## src/rtl/axis_spi_slave.sv

```systemverilog
// axis_spi_slave: SPI responder with full-duplex, MSB-first frames in SPI modes 0-3.
// SCLK, CS_N and MOSI are oversampled in the clk_i domain. There is no SPI-clock domain.
// TX bytes for MISO arrive on s_axis. RX bytes from MOSI leave on m_axis.
// Ports:
//   clk_i, rst_i                    system clock, synchronous active-high reset
//   cpol_i, cpha_i                  SPI mode, latched when a frame starts
//   spi_clk_i/cs_i/mosi_i           asynchronous pins from the master
//   spi_miso_o, spi_miso_oe_o       MISO data and its output enable
//   s_axis_*                        TX byte in, one-entry holding register
//   m_axis_*                        RX byte out
//   rx_overrun_o, tx_underrun_o     single-cycle error pulses
module axis_spi_slave #(
  parameter int unsigned           DATA_WIDTH  = 8,
  parameter int unsigned           SYNC_STAGES = 2,
  parameter logic [DATA_WIDTH-1:0] FILL_BYTE   = 8'hFF
) (
  input  logic                  clk_i,
  input  logic                  rst_i,
  input  logic                  cpol_i,
  input  logic                  cpha_i,
  input  logic                  spi_clk_i,
  input  logic                  spi_cs_i,
  input  logic                  spi_mosi_i,
  output logic                  spi_miso_o,
  output logic                  spi_miso_oe_o,
  input  logic [DATA_WIDTH-1:0] s_axis_tdata,
  input  logic                  s_axis_tvalid,
  output logic                  s_axis_tready,
  output logic [DATA_WIDTH-1:0] m_axis_tdata,
  output logic                  m_axis_tvalid,
  input  logic                  m_axis_tready,
  output logic                  rx_overrun_o,
  output logic                  tx_underrun_o
);

  localparam int unsigned      CNT_W    = $clog2(DATA_WIDTH);
  localparam logic [CNT_W-1:0] LAST_BIT = CNT_W'(DATA_WIDTH - 1);

  typedef enum logic [1:0] {ST_RESYNC, ST_IDLE, ST_ACTIVE} state_t;

  state_t state_q, state_d;

  logic [SYNC_STAGES-1:0] sclk_sync, cs_sync, mosi_sync;
  logic                   sclk_h, cs_h, mosi_h;
  logic                   sclk_s, cs_s;

  logic                   cpol_q, cpha_q, first_q;
  logic [CNT_W-1:0]       tx_cnt, rx_cnt;
  logic [DATA_WIDTH-2:0]  tx_rest;
  logic [DATA_WIDTH-1:0]  rx_shift, hold_data;
  logic                   tx_empty, miso_q, oe_q, rx_done_q;
  logic [DATA_WIDTH-1:0]  m_data_q;
  logic                   m_valid_q, overrun_q, underrun_q;

  logic start, abort;
  logic act, sclk_chg, lead, trail, shift_edge, sample_edge;
  logic tx_step, rx_step, boundary, tx_load, tx_shift_en, rx_last;
  logic [DATA_WIDTH-1:0] tx_pick;

  assign sclk_s = sclk_sync[SYNC_STAGES-1];
  assign cs_s   = cs_sync[SYNC_STAGES-1];

  // Edge classification relative to the latched idle level of SCLK
  assign sclk_chg    = sclk_s ^ sclk_h;
  assign lead        = sclk_chg & (sclk_h == cpol_q);
  assign trail       = sclk_chg & (sclk_s == cpol_q);
  assign shift_edge  = cpha_q ? lead  : trail;
  assign sample_edge = cpha_q ? trail : lead;

  assign act     = (state_q == ST_ACTIVE) & ~cs_s;
  assign tx_step = act & shift_edge;
  assign rx_step = act & sample_edge;
  assign rx_last = rx_step & (rx_cnt == LAST_BIT);

  // CPHA=1 loads on the first leading edge of every byte but the first; the first byte was loaded at the CS fall
  assign boundary    = cpha_q ? ((tx_cnt == '0) & ~first_q) : (tx_cnt == LAST_BIT);
  assign tx_load     = start | (tx_step & boundary);
  assign tx_shift_en = tx_step & ~boundary & ~(cpha_q & (tx_cnt == '0));

  // Holding register, then a same-cycle bypass from s_axis, then the fill byte
  assign tx_pick = ~tx_empty      ? hold_data    :
                   s_axis_tvalid  ? s_axis_tdata : FILL_BYTE;

  assign spi_miso_o    = miso_q;
  assign spi_miso_oe_o = oe_q;
  assign s_axis_tready = tx_empty;
  assign m_axis_tdata  = m_data_q;
  assign m_axis_tvalid = m_valid_q;
  assign rx_overrun_o  = overrun_q;
  assign tx_underrun_o = underrun_q;

  // Next-state logic
  always_comb begin
    state_d = state_q;
    start   = 1'b0;
    abort   = 1'b0;
    case (state_q)
      ST_RESYNC: if (cs_s) state_d = ST_IDLE;
      ST_IDLE: begin
        if (cs_h & ~cs_s) begin
          state_d = ST_ACTIVE;
          start   = 1'b1;
        end
      end
      ST_ACTIVE: begin
        if (cs_s) begin
          state_d = ST_IDLE;
          abort   = 1'b1;
        end
      end
      default: state_d = ST_RESYNC;
    endcase
  end

  // Pin synchronisers and history flops; cs resets low so RESYNC waits for a real deassertion
  always_ff @(posedge clk_i) begin
    if (rst_i) begin
      sclk_sync <= '0;
      cs_sync   <= '0;
      mosi_sync <= '0;
      sclk_h    <= 1'b0;
      cs_h      <= 1'b0;
      mosi_h    <= 1'b0;
    end else begin
      sclk_sync <= {sclk_sync[SYNC_STAGES-2:0], spi_clk_i};
      cs_sync   <= {cs_sync[SYNC_STAGES-2:0], spi_cs_i};
      mosi_sync <= {mosi_sync[SYNC_STAGES-2:0], spi_mosi_i};
      sclk_h    <= sclk_s;
      cs_h      <= cs_s;
      mosi_h    <= mosi_sync[SYNC_STAGES-1];
    end
  end

  // State register, shifters, counters, TX holding register and RX output stage
  always_ff @(posedge clk_i) begin
    if (rst_i) begin
      state_q    <= ST_RESYNC;
      cpol_q     <= 1'b0;
      cpha_q     <= 1'b0;
      first_q    <= 1'b0;
      tx_cnt     <= '0;
      rx_cnt     <= '0;
      tx_rest    <= '0;
      rx_shift   <= '0;
      hold_data  <= '0;
      tx_empty   <= 1'b1;
      miso_q     <= FILL_BYTE[DATA_WIDTH-1];
      oe_q       <= 1'b0;
      rx_done_q  <= 1'b0;
      m_data_q   <= '0;
      m_valid_q  <= 1'b0;
      overrun_q  <= 1'b0;
      underrun_q <= 1'b0;
    end else begin
      state_q    <= state_d;
      oe_q       <= (state_d == ST_ACTIVE);
      underrun_q <= tx_load & tx_empty & ~s_axis_tvalid;
      overrun_q  <= 1'b0;
      rx_done_q  <= rx_last;

      if (start) begin
        cpol_q  <= cpol_i;
        cpha_q  <= cpha_i;
        first_q <= 1'b1;
        tx_cnt  <= '0;
        rx_cnt  <= '0;
      end else if (abort) begin
        tx_cnt <= '0;
        rx_cnt <= '0;
      end else begin
        if (tx_step) begin
          tx_cnt  <= (tx_cnt == LAST_BIT) ? '0 : tx_cnt + CNT_W'(1);
          first_q <= 1'b0;
        end
        if (rx_step) begin
          rx_cnt   <= (rx_cnt == LAST_BIT) ? '0 : rx_cnt + CNT_W'(1);
          rx_shift <= {rx_shift[DATA_WIDTH-2:0], mosi_h};
        end
      end

      // A load always empties the holding register; a concurrent handshake bypasses it
      if (tx_load) begin
        miso_q   <= tx_pick[DATA_WIDTH-1];
        tx_rest  <= tx_pick[DATA_WIDTH-2:0];
        tx_empty <= 1'b1;
      end else begin
        if (tx_shift_en) begin
          miso_q  <= tx_rest[DATA_WIDTH-2];
          tx_rest <= {tx_rest[DATA_WIDTH-3:0], 1'b0};
        end
        if (s_axis_tvalid & tx_empty) begin
          hold_data <= s_axis_tdata;
          tx_empty  <= 1'b0;
        end
      end

      // A completed byte is dropped only if the previous one is still stalled
      if (rx_done_q) begin
        if (m_valid_q & ~m_axis_tready) begin
          overrun_q <= 1'b1;
        end else begin
          m_data_q  <= rx_shift;
          m_valid_q <= 1'b1;
        end
      end else if (m_valid_q & m_axis_tready) begin
        m_valid_q <= 1'b0;
      end
    end
  end

endmodule

```

## config.mk

```make
export PLATFORM = sky130hd
export DESIGN_NAME = axis_spi_slave
export DESIGN_NICKNAME = d
export VERILOG_FILES = /design/src/rtl/axis_spi_slave.sv
export SDC_FILE = /design/constraint.sdc
export NUM_CORES = 1
export LEC_CHECK = 0
export BUFFER_PORTS_ARGS = -buffer_cell sky130_fd_sc_hd__buf_4
export CAP_MARGIN = 25
export CELL_PAD_IN_SITES_DETAIL_PLACEMENT = 1
export CELL_PAD_IN_SITES_GLOBAL_PLACEMENT = 2
export CORE_MARGIN = 5
export CORE_UTILIZATION = 32
export DETAILED_ROUTE_END_ITERATION = 8
export GPL_TIMING_DRIVEN = 1
export PLACE_DENSITY_LB_ADDON = 0.1
export SLEW_MARGIN = 20
export SYNTH_ARGS = -nofsm -noshare
export SYNTH_HDL_FRONTEND = slang
export SYNTH_SLANG_ARGS = --single-unit
export TNS_END_PERCENT = 30
```

## constraint.sdc

```tcl
create_clock -name clk_i -period 1.69 [get_ports clk_i]
set_input_delay 0.2535 -clock clk_i [delete_from_list [all_inputs] [get_ports clk_i]]
set_output_delay 0.2535 -clock clk_i [all_outputs]
set_load 0.02 [all_outputs]
```

==> reports/qor.txt, run 1 <==
================================================================================
Result of the run                                                   finished clean
Num ports                                                                     31
Vias in the first global route                                              1849
Total of warnings raised by yosys                                              0
Top post-synthesis cells by area                                    sky130_fd_sc_hd__dfxtp_1 (50%), sky130_fd_sc_hd__mux2i_1 (13%), sky130_fd_sc_hd__nor2_1 (5.6%)
Class of the tightest hold or removal check                         primary input to register
Mean Syn Cell Area                                                   10.01 sq um
Per-cell routed wire length                                             14.02 um
Count of buffers from port buffering                                          30
Gr ovfl total                                                                  0
Clock tree buffer depth                                                        2
Initial standard-cell utilization of the core                             0.3252
Predominant post-synthesis flop cell                                sky130_fd_sc_hd__dfxtp_1
Max-capacitance violation count                                                0
Crit. Startpoint                                                    tx_cnt[0]$_SDFFE_PP0P_
Final-report setup violation count                                             0
Critical path capture point type                                        register
Number of instances in the synthesized netlist                               233
Total negative slack for setup checks                                       0 ps
H-tree depth                                                                   3
Cell area after technology mapping                                  0.002333 sq mm
Count of antenna diodes in the layout                                          0
Clock Skews                                                             7.053 ps
Clock root buffer master                                            sky130_fd_sc_hd__clkbuf_8
Placeable Area                                                      0.007176 sq mm
Remaining design rule violation count                                          0
Clock tree from TritonCTS                                                  built
DRC violation total after the first TritonRoute iteration                     42
Area share of the largest cell type after synthesis                       0.4976
Gpl congestion                                                            0.7241
Area of the die                                                     0.009100 sq mm
Sequential cell area in the final layout                            0.001175 sq mm
Post-route cell area                                                0.003109 sq mm
Final slew viol count                                                          0
Crit Reg-Reg Startpoint                                             tx_cnt[0]$_SDFFE_PP0P_
Number of placement rows                                                      31
Via density per instance                                                   4.736
Post-synthesis to final-layout area growth                                33.24%
Number of fill cells in the layout                                           832
Final number of hold-violating endpoints                                       0
TritonCTS sink count                                                          58
First-pass GRT wire length                                               9108 um
Yosys cell types                                                              39
Data arrival time of the critical path                                   1900 ps
Number of enable-type register cells in the synthesized netlist                0
Cell area after placement                                           0.002790 sq mm
Sequential area share after synthesis                                     0.4976
Horizontal die dimension                                                95.40 um
TritonCTS buffer count                                                         9
Largest net degree at the start of global routing                             32
Clock-pin transition on the worst setup and hold timing paths              70 ps
CP Data Required Time                                                    1900 ps
Detailed Route WL                                                        5424 um
Number of antenna violations at the first check in global routing              0
Async set-reset flop share out of synthesis                                    0
Hold path start                                                       spi_mosi_i
Crit path time final                                                     1689 ps
Count of hold buffers inserted by post-cts repair                              0
Footprint of the multi-input gates                                  0.001182 sq mm
Slew at the pin closest to its max-slew limit                           421.7 ps
Total design power                                                       2632 uW
Static Leak                                                          0.001374 uW
Max transition margin                                                     0.7168
Yosys reg bits                                                                58
Final worst slack                                                      0.7976 ps
Number of nets in the synthesized netlist                                    255
DIE HEIGHT                                                              95.40 um
Estimated wirelength of the detail-placed design                         3646 um
DR pass1 iterations                                                            4
Total routing resource utilization after global routing                   0.1312
Fin crit share                                                            0.9995
CP Max Fanout                                                                  8
Critical Path Source Type                                               register
Worst-skew pair later-pin latency                                         320 ps
Largest vdd supply drop                                                 392.8 uV
Worst setup timing slack at the placement stage                        -175.9 ps
Via Count                                                                   1833
Worst slack on hold paths                                               136.9 ps
Antenna Nets Post-Route                                                        0
Max Clk Rate                                                           592.0 MHz
Nets                                                                         307
Share of layout cells above drive strength 1                              0.3160
Power per cell area                                                 846.6 mW/mm^2
Dominant cell by count in the synthesized netlist                   sky130_fd_sc_hd__dfxtp_1
Setup repair after global routing missed its margin                         true
Synth top cells by count                                            sky130_fd_sc_hd__dfxtp_1 (58), sky130_fd_sc_hd__nor2_1 (35), sky130_fd_sc_hd__mux2i_1 (31), sky130_fd_sc_hd__nor2b_1 (15), sky130_fd_sc_hd__nand3b_1 (9)
Top cell type by total area after synthesis                         sky130_fd_sc_hd__dfxtp_1
Worst setup path category                                           register to register
================================================================================
==> per-layer routing <==
layer | vias up | global-route usage | wire, um
met4 | 0 | 0.06398 | 61
met3 | 6 | 0.02841 | 160
met1 | 883 | 0.1798 | 2696
met2 | 26 | 0.1948 | 2506
met5 | - | 0 | 0
li1 | 918 | - | -
==> cells by family after synthesis <==
group,after synthesis,share of synthesized area
adders and majority gates,5,0.02681
DFF,58,0.4976
xor gates and xnor gates,1,0.006972
AOI/OAI and AO/OA,33,0.1003
buffers and inverters,22,0.04182
muxes,31,0.1330
and+or+nand+nor,83,0.1936
==> layout make-up <==
type,instances,share of cell area
clock buffers,10,0.04427
multi-input cells,153,0.3803
repair buffers,54,0.1396
clock inverters,4,0.006439
flip-flops and latches,58,0.3779
inverters,9,0.01167
well taps,99,0.03984
==> path summary, 6_finish.rpt <==
path | cells after the start | slack, ps | end
max reg2reg | 8 | 0.8 | hold_data[1]$_SDFFE_PP0P_
max | 8 | 0.8 | hold_data[1]$_SDFFE_PP0P_
min reg2reg | 1 | 440 | sclk_sync[1]$_SDFF_PP0_
min | 2 | 140 | mosi_sync[0]$_SDFF_PP0_
==> state kept, by name (all words and copies together), names as in the netlist, 2 cells and up <==
signal,count
hold_data,8
m_axis_tdata,8
rx_shift,8
tx_rest,7
rx_cnt,3
tx_cnt,3
cs_sync,2
mosi_sync,2
sclk_sync,2
state_q,2
==> worst max-delay path, cell delays in order (launching register included) <==
cell                      delay (ps)
sky130_fd_sc_hd__dfxtp_4         360
sky130_fd_sc_hd__ha_4            160
sky130_fd_sc_hd__ha_4            150
sky130_fd_sc_hd__inv_4            60
sky130_fd_sc_hd__o32ai_4          70
sky130_fd_sc_hd__a311o_1         390
sky130_fd_sc_hd__buf_12          160
sky130_fd_sc_hd__mux2i_1         150
sky130_fd_sc_hd__nor2_1           60
==> repair_timing <==
item,in CTS,in global routing
endpoints found under the setup margin,18,30
gates resized for setup,12,17
setup buffers,1,5
pin swaps,4,8
==> layout by cell type, fill, tap and decap left out, drive strengths merged, types with 2 or more instances in the layout <==
| master | Yosys | routed |
|---|---|---|
| nand3b | 9 | 9 |
| nor3b | 2 | 2 |
| mux2i | 31 | 31 |
| a32oi | 2 | 2 |
| a31oi | 2 | 2 |
| inv | 9 | 9 |
| clkinv | 0 | 4 |
| nor3 | 4 | 4 |
| nor2b | 15 | 15 |
| o31ai | 2 | 2 |
| buf | 9 | 54 |
| a21oi | 8 | 8 |
| a221o | 4 | 4 |
| a311o | 3 | 3 |
| nor2 | 35 | 35 |
| nand4b | 2 | 2 |
| nand2b | 3 | 3 |
| nand2 | 7 | 7 |
| ha | 5 | 5 |
| clkbuf | 4 | 10 |
| dfxtp | 58 | 58 |
| o21ai | 8 | 8 |
==> stage by stage <==
step,util,cells
6_report,0.4333,387
4_1_cts,0.4180,382
3_3_place_gp,0.3888,368
5_1_grt,0.4333,387
3_5_place_dp,0.3888,368
2_1_floorplan,-,233
==> where the power goes <==
| part | internal, uW | switching (uW) |
|---|---|---|
| Combinational | 77.9 | 88.6 |
| Sequential | 1390 | 13.3 |
| Clock | 545 | 521 |
Note: power is estimated with default switching activity, not from simulation.
==> run 2: changes to the inputs <==
--- a/config.mk
+++ b/config.mk
@@ -7,7 +7,7 @@
 export LEC_CHECK = 0
 export BUFFER_PORTS_ARGS = -buffer_cell sky130_fd_sc_hd__buf_4
 export CAP_MARGIN = 25
-export CELL_PAD_IN_SITES_DETAIL_PLACEMENT = 1
+export CELL_PAD_IN_SITES_DETAIL_PLACEMENT = 0
 export CELL_PAD_IN_SITES_GLOBAL_PLACEMENT = 2
 export CORE_MARGIN = 5
 export CORE_UTILIZATION = 32
==> reports/qor.txt, run 2 (synthesis gave the netlist of run 1 again) <==
================================================================================
CP Data Required Time                                                    1910 ps
Largest net degree at the start of global routing                             32
Final slew viol count                                                          0
End of the worst register-to-register path                          hold_data[1]$_SDFFE_PP0P_
CP Buf/Inv Count                                                               2
Crit path capture                                                   hold_data[1]$_SDFFE_PP0P_
Placeable Area                                                      0.007176 sq mm
Class of the tightest hold or removal check                         primary input to register
Static Leak                                                          0.001381 uW
Internal power contribution                                              2187 uW
Slew at the pin closest to its max-slew limit                           373.7 ps
Stage delay of the slowest cell on the critical path                      390 ps
Switching share of power                                                  0.2383
Gpl congestion                                                            0.7241
DIE HEIGHT                                                              95.40 um
Clock-pin transition on the worst setup and hold timing paths              70 ps
Detailed Route WL                                                        5267 um
Area of the die                                                     0.009100 sq mm
Crit path time final                                                     1698 ps
Net switching power of the design                                       684.1 uW
Per-cell routed wire length                                             13.54 um
R2R depth                                                                      7
Total design power                                                       2871 uW
Vias in the first global route                                              1791
Crit. Startpoint                                                    cpha_q$_SDFFE_PP0P_
Worst slack on hold paths                                               118.8 ps
Remaining design rule violation count                                          0
Relative contribution of sequential cells to total power                   0.488
Critical Path Source Type                                               register
Nets                                                                         307
Commonest cells after routing, fill and taps aside                  sky130_fd_sc_hd__dfxtp_1 (54), sky130_fd_sc_hd__buf_4 (50), sky130_fd_sc_hd__nor2_1 (35)
Cell area after placement                                           0.002790 sq mm
Gr ovfl total                                                                  0
DRC violation total after the first TritonRoute iteration                     44
Clock tree from TritonCTS                                                  built
Setup repair after global routing missed its margin                         true
Leading cell type in the layout, fill and taps excluded             sky130_fd_sc_hd__dfxtp_1
Worst-skew pair later-pin latency                                         340 ps
Max transition margin                                                     0.7501
Critical Path Stages                                                           7
TritonCTS sink count                                                          58
Final worst slack                                                      -7.868 ps
Count of buffers from port buffering                                          30
Antenna Nets Post-Route                                                        0
Critical path capture point type                                        register
Post-synthesis to final-layout area growth                                36.84%
Final-report setup violation count                                             1
Max-capacitance violation count                                                0
Estimated wirelength of the detail-placed design                         3408 um
Fin crit share                                                             1.005
Via Count                                                                   1817
Result of the run                                                   finished, violations left
Count of antenna diodes in the layout                                          0
Max Clk Rate                                                           589.0 MHz
Final number of hold-violating endpoints                                       0
Part of the total power dissipated in combinational logic                  0.059
Clock root buffer master                                            sky130_fd_sc_hd__clkbuf_8
Clock Skews                                                             11.56 ps
CP Cell Sequence                                                    xor2_2 > mux2i_2 > buf_4 > a311o_1 > buf_12 > mux2i_1 > nor2_1
Initial standard-cell utilization of the core                             0.3252
Count of hold buffers inserted by post-cts repair                              0
Number of antenna violations at the first check in global routing              0
CP Max Fanout                                                                  8
Reg-to-reg setup timing slack                                              -8 ps
Kind of cell with the highest combined delay on the critical path   compound AO/OA/AOI/OAI gates
Clock tree buffer depth                                                        2
DR pass1 iterations                                                            4
Data arrival time of the critical path                                   1920 ps
Total routing resource utilization after global routing                   0.1280
Crit Reg-Reg Startpoint                                             cpha_q$_SDFFE_PP0P_
Total negative slack for setup checks                                  -7.868 ps
Post-route cell area                                                0.003193 sq mm
Num ports                                                                     31
Worst setup path category                                           register to register
First-pass GRT wire length                                               8776 um
Portion of total power attributed to the clock network                     0.454
Max stage delay cell, worst path                                    sky130_fd_sc_hd__a311o_1
Violations in the final reports                                     negative setup slack
Largest vdd supply drop                                                 378.9 uV
TritonCTS buffer count                                                         9
Number of placement rows                                                      31
Horizontal die dimension                                                95.40 um
Power per cell area                                                 899.2 mW/mm^2
Via density per instance                                                   4.671
Share of the core filled with cells                                       0.4450
H-tree depth                                                                   3
Share of layout cells above drive strength 1                              0.3241
================================================================================
==> run 2: cell types whose count changed in the layout (fill, tap and decap cells not counted), sizes merged <==
| cell | change |
|---|---|
| clkinv | -2 |
| bufinv | +1 |
| nor2b | +1 |
| clkinvlp | +3 |
| buf | -1 |
==> run 2: metal layers <==
metal  GRT usage  part of all wire  wire [um]  vias up
met1      0.1608              0.49       2574      842
li1            -                 -          -      919
met2      0.1971              0.44       2306       43
met4     0.06043             0.019        102        0
met3     0.04341             0.054        284       13
met5           0                 0          0        -
==> run 2: area by class of cell <==
cell class,instances,area [sq um]
clock buffers,10,137.6
clock inverters,6,66.31
flip-flops and latches,58,1171
multi-input cells,154,1225
well taps,99,123.9
inverters,9,33.78
repair buffers,53,435.4
fillers,712,3983
==> run 2: power groups by stage <==
stage / Combinational [uW] / Clock (uW) / Sequential (uW)
after floorplan: 95.1 / 0 / 1430
after global placement: 167 / 0 / 1430
after detailed placement: 164 / 0 / 1430
after CTS: 168 / 1360 / 1400
after global routing: 186 / 1410 / 1400
final: 169 / 1300 / 1400
==> run 2: worst min-delay path by stage <==
stage	to	start	depth (start not counted)	slack, ps
floorplan	cs_sync[0]$_SDFF_PP0_	spi_cs_i	1	380
global placement	mosi_h$_SDFF_PP0_	mosi_sync[1]$_SDFF_PP0_	1	420
detailed placement	sclk_sync[1]$_SDFF_PP0_	sclk_sync[0]$_SDFF_PP0_	1	420
CTS	mosi_sync[0]$_SDFF_PP0_	spi_mosi_i	2	100
global route	mosi_sync[0]$_SDFF_PP0_	spi_mosi_i	2	100
finish	mosi_sync[0]$_SDFF_PP0_	spi_mosi_i	2	120
==> run 2: stage by stage <==
stage               setup slack (ps)  cells
global placement              -122.3    368
detailed placement            -179.5    368
floorplan                      14.60    233
global route                  -104.9    389
finish                        -7.868    389
CTS                           -21.41    388
==> run 2: repair_timing <==
action                                  CTS  global route
cloned                                    1             0
pin swaps                                 5             9
setup buffers                             5             2
endpoints found under the setup margin   18            31
resized for setup                        20            12
==> run 3: changes to the inputs <==
--- a/config.mk
+++ b/config.mk
@@ -5,12 +5,13 @@
 export SDC_FILE = /design/constraint.sdc
 export NUM_CORES = 1
 export LEC_CHECK = 0
+export ABC_AREA = 1
 export BUFFER_PORTS_ARGS = -buffer_cell sky130_fd_sc_hd__buf_4
 export CAP_MARGIN = 25
 export CELL_PAD_IN_SITES_DETAIL_PLACEMENT = 0
 export CELL_PAD_IN_SITES_GLOBAL_PLACEMENT = 2
 export CORE_MARGIN = 5
-export CORE_UTILIZATION = 32
+export CORE_UTILIZATION = 29
 export DETAILED_ROUTE_END_ITERATION = 8
 export GPL_TIMING_DRIVEN = 1
 export PLACE_DENSITY_LB_ADDON = 0.1
==> reports/qor.txt, run 3 <==
================================================================================
Synth top cells by count                                            sky130_fd_sc_hd__nor2_1 (75), sky130_fd_sc_hd__dfxtp_1 (58), sky130_fd_sc_hd__inv_1 (55), sky130_fd_sc_hd__nand2_1 (55), sky130_fd_sc_hd__o21ai_0 (22)
R2R depth                                                                     12
Relative contribution of sequential cells to total power                   0.439
Largest vdd supply drop                                                 355.8 uV
Yosys reg bits                                                                58
Max-capacitance violation count                                                0
Crit path time final                                                     1577 ps
Layout Cells excl Fill                                                       485
End of the worst register-to-register path                          tx_rest[1]$_SDFFE_PP0P_
Estimated wirelength of the detail-placed design                         3857 um
Via Count                                                                   2040
Portion of total power attributed to the clock network                     0.501
TritonCTS buffer count                                                         9
Top cell type by total area after synthesis                         sky130_fd_sc_hd__dfxtp_1
CP Data Required Time                                                    1900 ps
First-pass GRT wire length                                               9432 um
Slew at the pin closest to its max-slew limit                           526.5 ps
Total design power                                                       3213 uW
Leading cell type in the layout, fill and taps excluded             sky130_fd_sc_hd__nor2_1
Clock root buffer master                                            sky130_fd_sc_hd__clkbuf_8
Final number of hold-violating endpoints                                       0
Area share of the largest cell type after synthesis                       0.4836
Setup repair after global routing missed its margin                         true
Number of placement rows                                                      33
Largest net degree at the start of global routing                             26
Gr ovfl total                                                                  0
Sequential cell area in the final layout                            0.001164 sq mm
Sequential area share after synthesis                                     0.4836
Number of fill cells in the layout                                           874
TritonCTS sink count                                                          58
Final worst slack                                                       112.6 ps
Share of the core filled with cells                                       0.3926
Yosys cell types                                                              26
Post-synthesis to final-layout area growth                                32.99%
Antenna Nets Post-Route                                                        0
Share of layout cells above drive strength 1                              0.2316
Routing usage on met2                                                     0.1716
Critical Path Source Type                                               register
Fin crit share                                                            0.9334
CP Max Fanout                                                                  5
Clock tree from TritonCTS                                                  built
Switching share of power                                                  0.2120
DR pass1 iterations                                                            4
Total negative slack for setup checks                                       0 ps
Reg-to-reg setup timing slack                                             110 ps
Detailed Route WL                                                        5511 um
Result of the run                                                   finished clean
Number of enable-type register cells in the synthesized netlist                0
Data arrival time of the critical path                                   1790 ps
Hold path start                                                        spi_clk_i
Worst-skew pair later-pin latency                                         330 ps
Initial standard-cell utilization of the core                             0.2952
Worst setup path category                                           register to register
Count of antenna diodes in the layout                                          0
Number of nets in the synthesized netlist                                    354
Horizontal die dimension                                                101.0 um
Async set-reset flop share out of synthesis                                    0
Dominant cell by count in the synthesized netlist                   sky130_fd_sc_hd__nor2_1
Vias in the first global route                                              2007
Number of instances in the synthesized netlist                               332
Footprint of the multi-input gates                                  0.001099 sq mm
Number of cells traversed by the worst hold path                               3
Placeable Area                                                      0.008134 sq mm
Max transition margin                                                     0.6477
DRC violation total after the first TritonRoute iteration                     55
Power per cell area                                                 1006 mW/mm^2
Most used routing layer                                                     met2
Class of the tightest hold or removal check                         primary input to register
Clock Skews                                                             6.090 ps
End point of the worst hold path                                    sclk_sync[0]$_SDFF_PP0_
Per-cell routed wire length                                             11.36 um
Global-route track usage on met3                                         0.03045
Part of the total power dissipated in combinational logic                  0.060
Crit Reg-Reg Startpoint                                             tx_cnt[0]$_SDFFE_PP0P_
Static Leak                                                          0.001478 uW
Instance count after placement with tap cells included                       469
Mean Syn Cell Area                                                   7.232 sq um
Count of buffers from port buffering                                          30
Final slew viol count                                                          0
Predominant post-synthesis flop cell                                sky130_fd_sc_hd__dfxtp_1
Final-report setup violation count                                             0
Clock tree buffer depth                                                        2
Critical path capture point type                                        register
Net switching power of the design                                       681.3 uW
H-tree depth                                                                   3
DIE HEIGHT                                                              101.0 um
Number of antenna violations at the first check in global routing              0
Top post-synthesis cells by area                                    sky130_fd_sc_hd__dfxtp_1 (48%), sky130_fd_sc_hd__nor2_1 (12%), sky130_fd_sc_hd__inv_1 (8.6%)
Max Clk Rate                                                           634.0 MHz
Total routing resource utilization after global routing                   0.1186
Fraction of met1 tracks used by global routing                            0.1616
Gpl congestion                                                            0.7642
Internal power contribution                                              2532 uW
Remaining design rule violation count                                          0
Commonest cells after routing, fill and taps aside                  sky130_fd_sc_hd__nor2_1 (72), sky130_fd_sc_hd__dfxtp_1 (56), sky130_fd_sc_hd__inv_1 (50)
Cell area after technology mapping                                  0.002401 sq mm
Nets                                                                         398
Num ports                                                                     31
Clock-pin transition on the worst setup and hold timing paths              60 ps
Worst setup timing slack at the placement stage                         36.63 ps
Via density per instance                                                   4.206
Area of the die                                                     0.01020 sq mm
Total of warnings raised by yosys                                              0
================================================================================
## run 3: layer usage
metal	vias to the layer above	routed length, um
met2	24	2301
met5	-	0
met1	898	2962
li1	1113	-
met3	5	169
met4	0	78
## run 3: metrics by stage
step | instance area [sq um] | hold slack, ps
global route | 3193 | 130.5
global placement | 2794 | 390.5
detailed placement | 2794 | 393.1
CTS | 3049 | 108.3
floorplan | 2401 | 332.0
finish | 3193 | 128.3
## run 3: power by group through the flow
stage | sequential, uW | combinational, uW | clock (uW)
final | 1410 | 194 | 1610
after global routing | 1410 | 227 | 1730
after CTS | 1410 | 190 | 1680
after detailed placement | 1440 | 188 | 0
after global placement | 1440 | 189 | 0
after floorplan | 1440 | 111 | 0
## run 3: cells by family after synthesis
kind of cell,after synthesis,share of synthesized area
AO/OA/AOI/OAI,48,0.1146
adder cells (fa/ha/maj),5,0.02606
buffers and inverters,66,0.1084
flip-flops,58,0.4836
AND/OR/NAND/NOR,155,0.2673
## run 3: final cells by class
class | instances | share of cell area
inverter | 57 | 0.06857
multi-input combinational | 208 | 0.3440
sequential | 58 | 0.3644
clock inverter | 4 | 0.03096
timing repair buffer | 41 | 0.1011
tap | 105 | 0.04114
clock buffer | 11 | 0.04741
timing repair inverter | 1 | 0.002351
## run 3: worst max-delay path by stage
stage | from | to | slack, ps | depth (start not counted)
after global placement | tx_cnt[0]$_SDFFE_PP0P_ | hold_data[4]$_SDFFE_PP0P_ | 70 | 13
after CTS | tx_cnt[0]$_SDFFE_PP0P_ | hold_data[5]$_SDFFE_PP0P_ | -20 | 13
after global routing | tx_cnt[0]$_SDFFE_PP0P_ | hold_data[5]$_SDFFE_PP0P_ | -2 | 13
after floorplan | tx_cnt[0]$_SDFFE_PP0P_ | hold_data[0]$_SDFFE_PP0P_ | 170 | 12
after detailed placement | tx_cnt[0]$_SDFFE_PP0P_ | hold_data[1]$_SDFFE_PP0P_ | 40 | 13
final | tx_cnt[0]$_SDFFE_PP0P_ | tx_rest[1]$_SDFFE_PP0P_ | 110 | 12
## run 3: critical path, stage by stage, from the launching register on
cell	delay (ps)
sky130_fd_sc_hd__dfxtp_2	360
sky130_fd_sc_hd__ha_4	140
sky130_fd_sc_hd__ha_4	120
sky130_fd_sc_hd__inv_2	50
sky130_fd_sc_hd__nor2_4	110
sky130_fd_sc_hd__nor2_1	60
sky130_fd_sc_hd__nand4_1	100
sky130_fd_sc_hd__buf_6	140
sky130_fd_sc_hd__clkinvlp_4	130
sky130_fd_sc_hd__nand2_1	80
sky130_fd_sc_hd__nand2_1	60
sky130_fd_sc_hd__nor2_1	90
sky130_fd_sc_hd__nor2_1	40
## run 3: timing repair
action | CTS | global route
gates resized for setup | 1 | 38
buffers inserted | 0 | 1
pin swaps | 0 | 11
hold buffers | 0 | 0
endpoints found under the setup margin | 8 | 18
cloned | 0 | 1
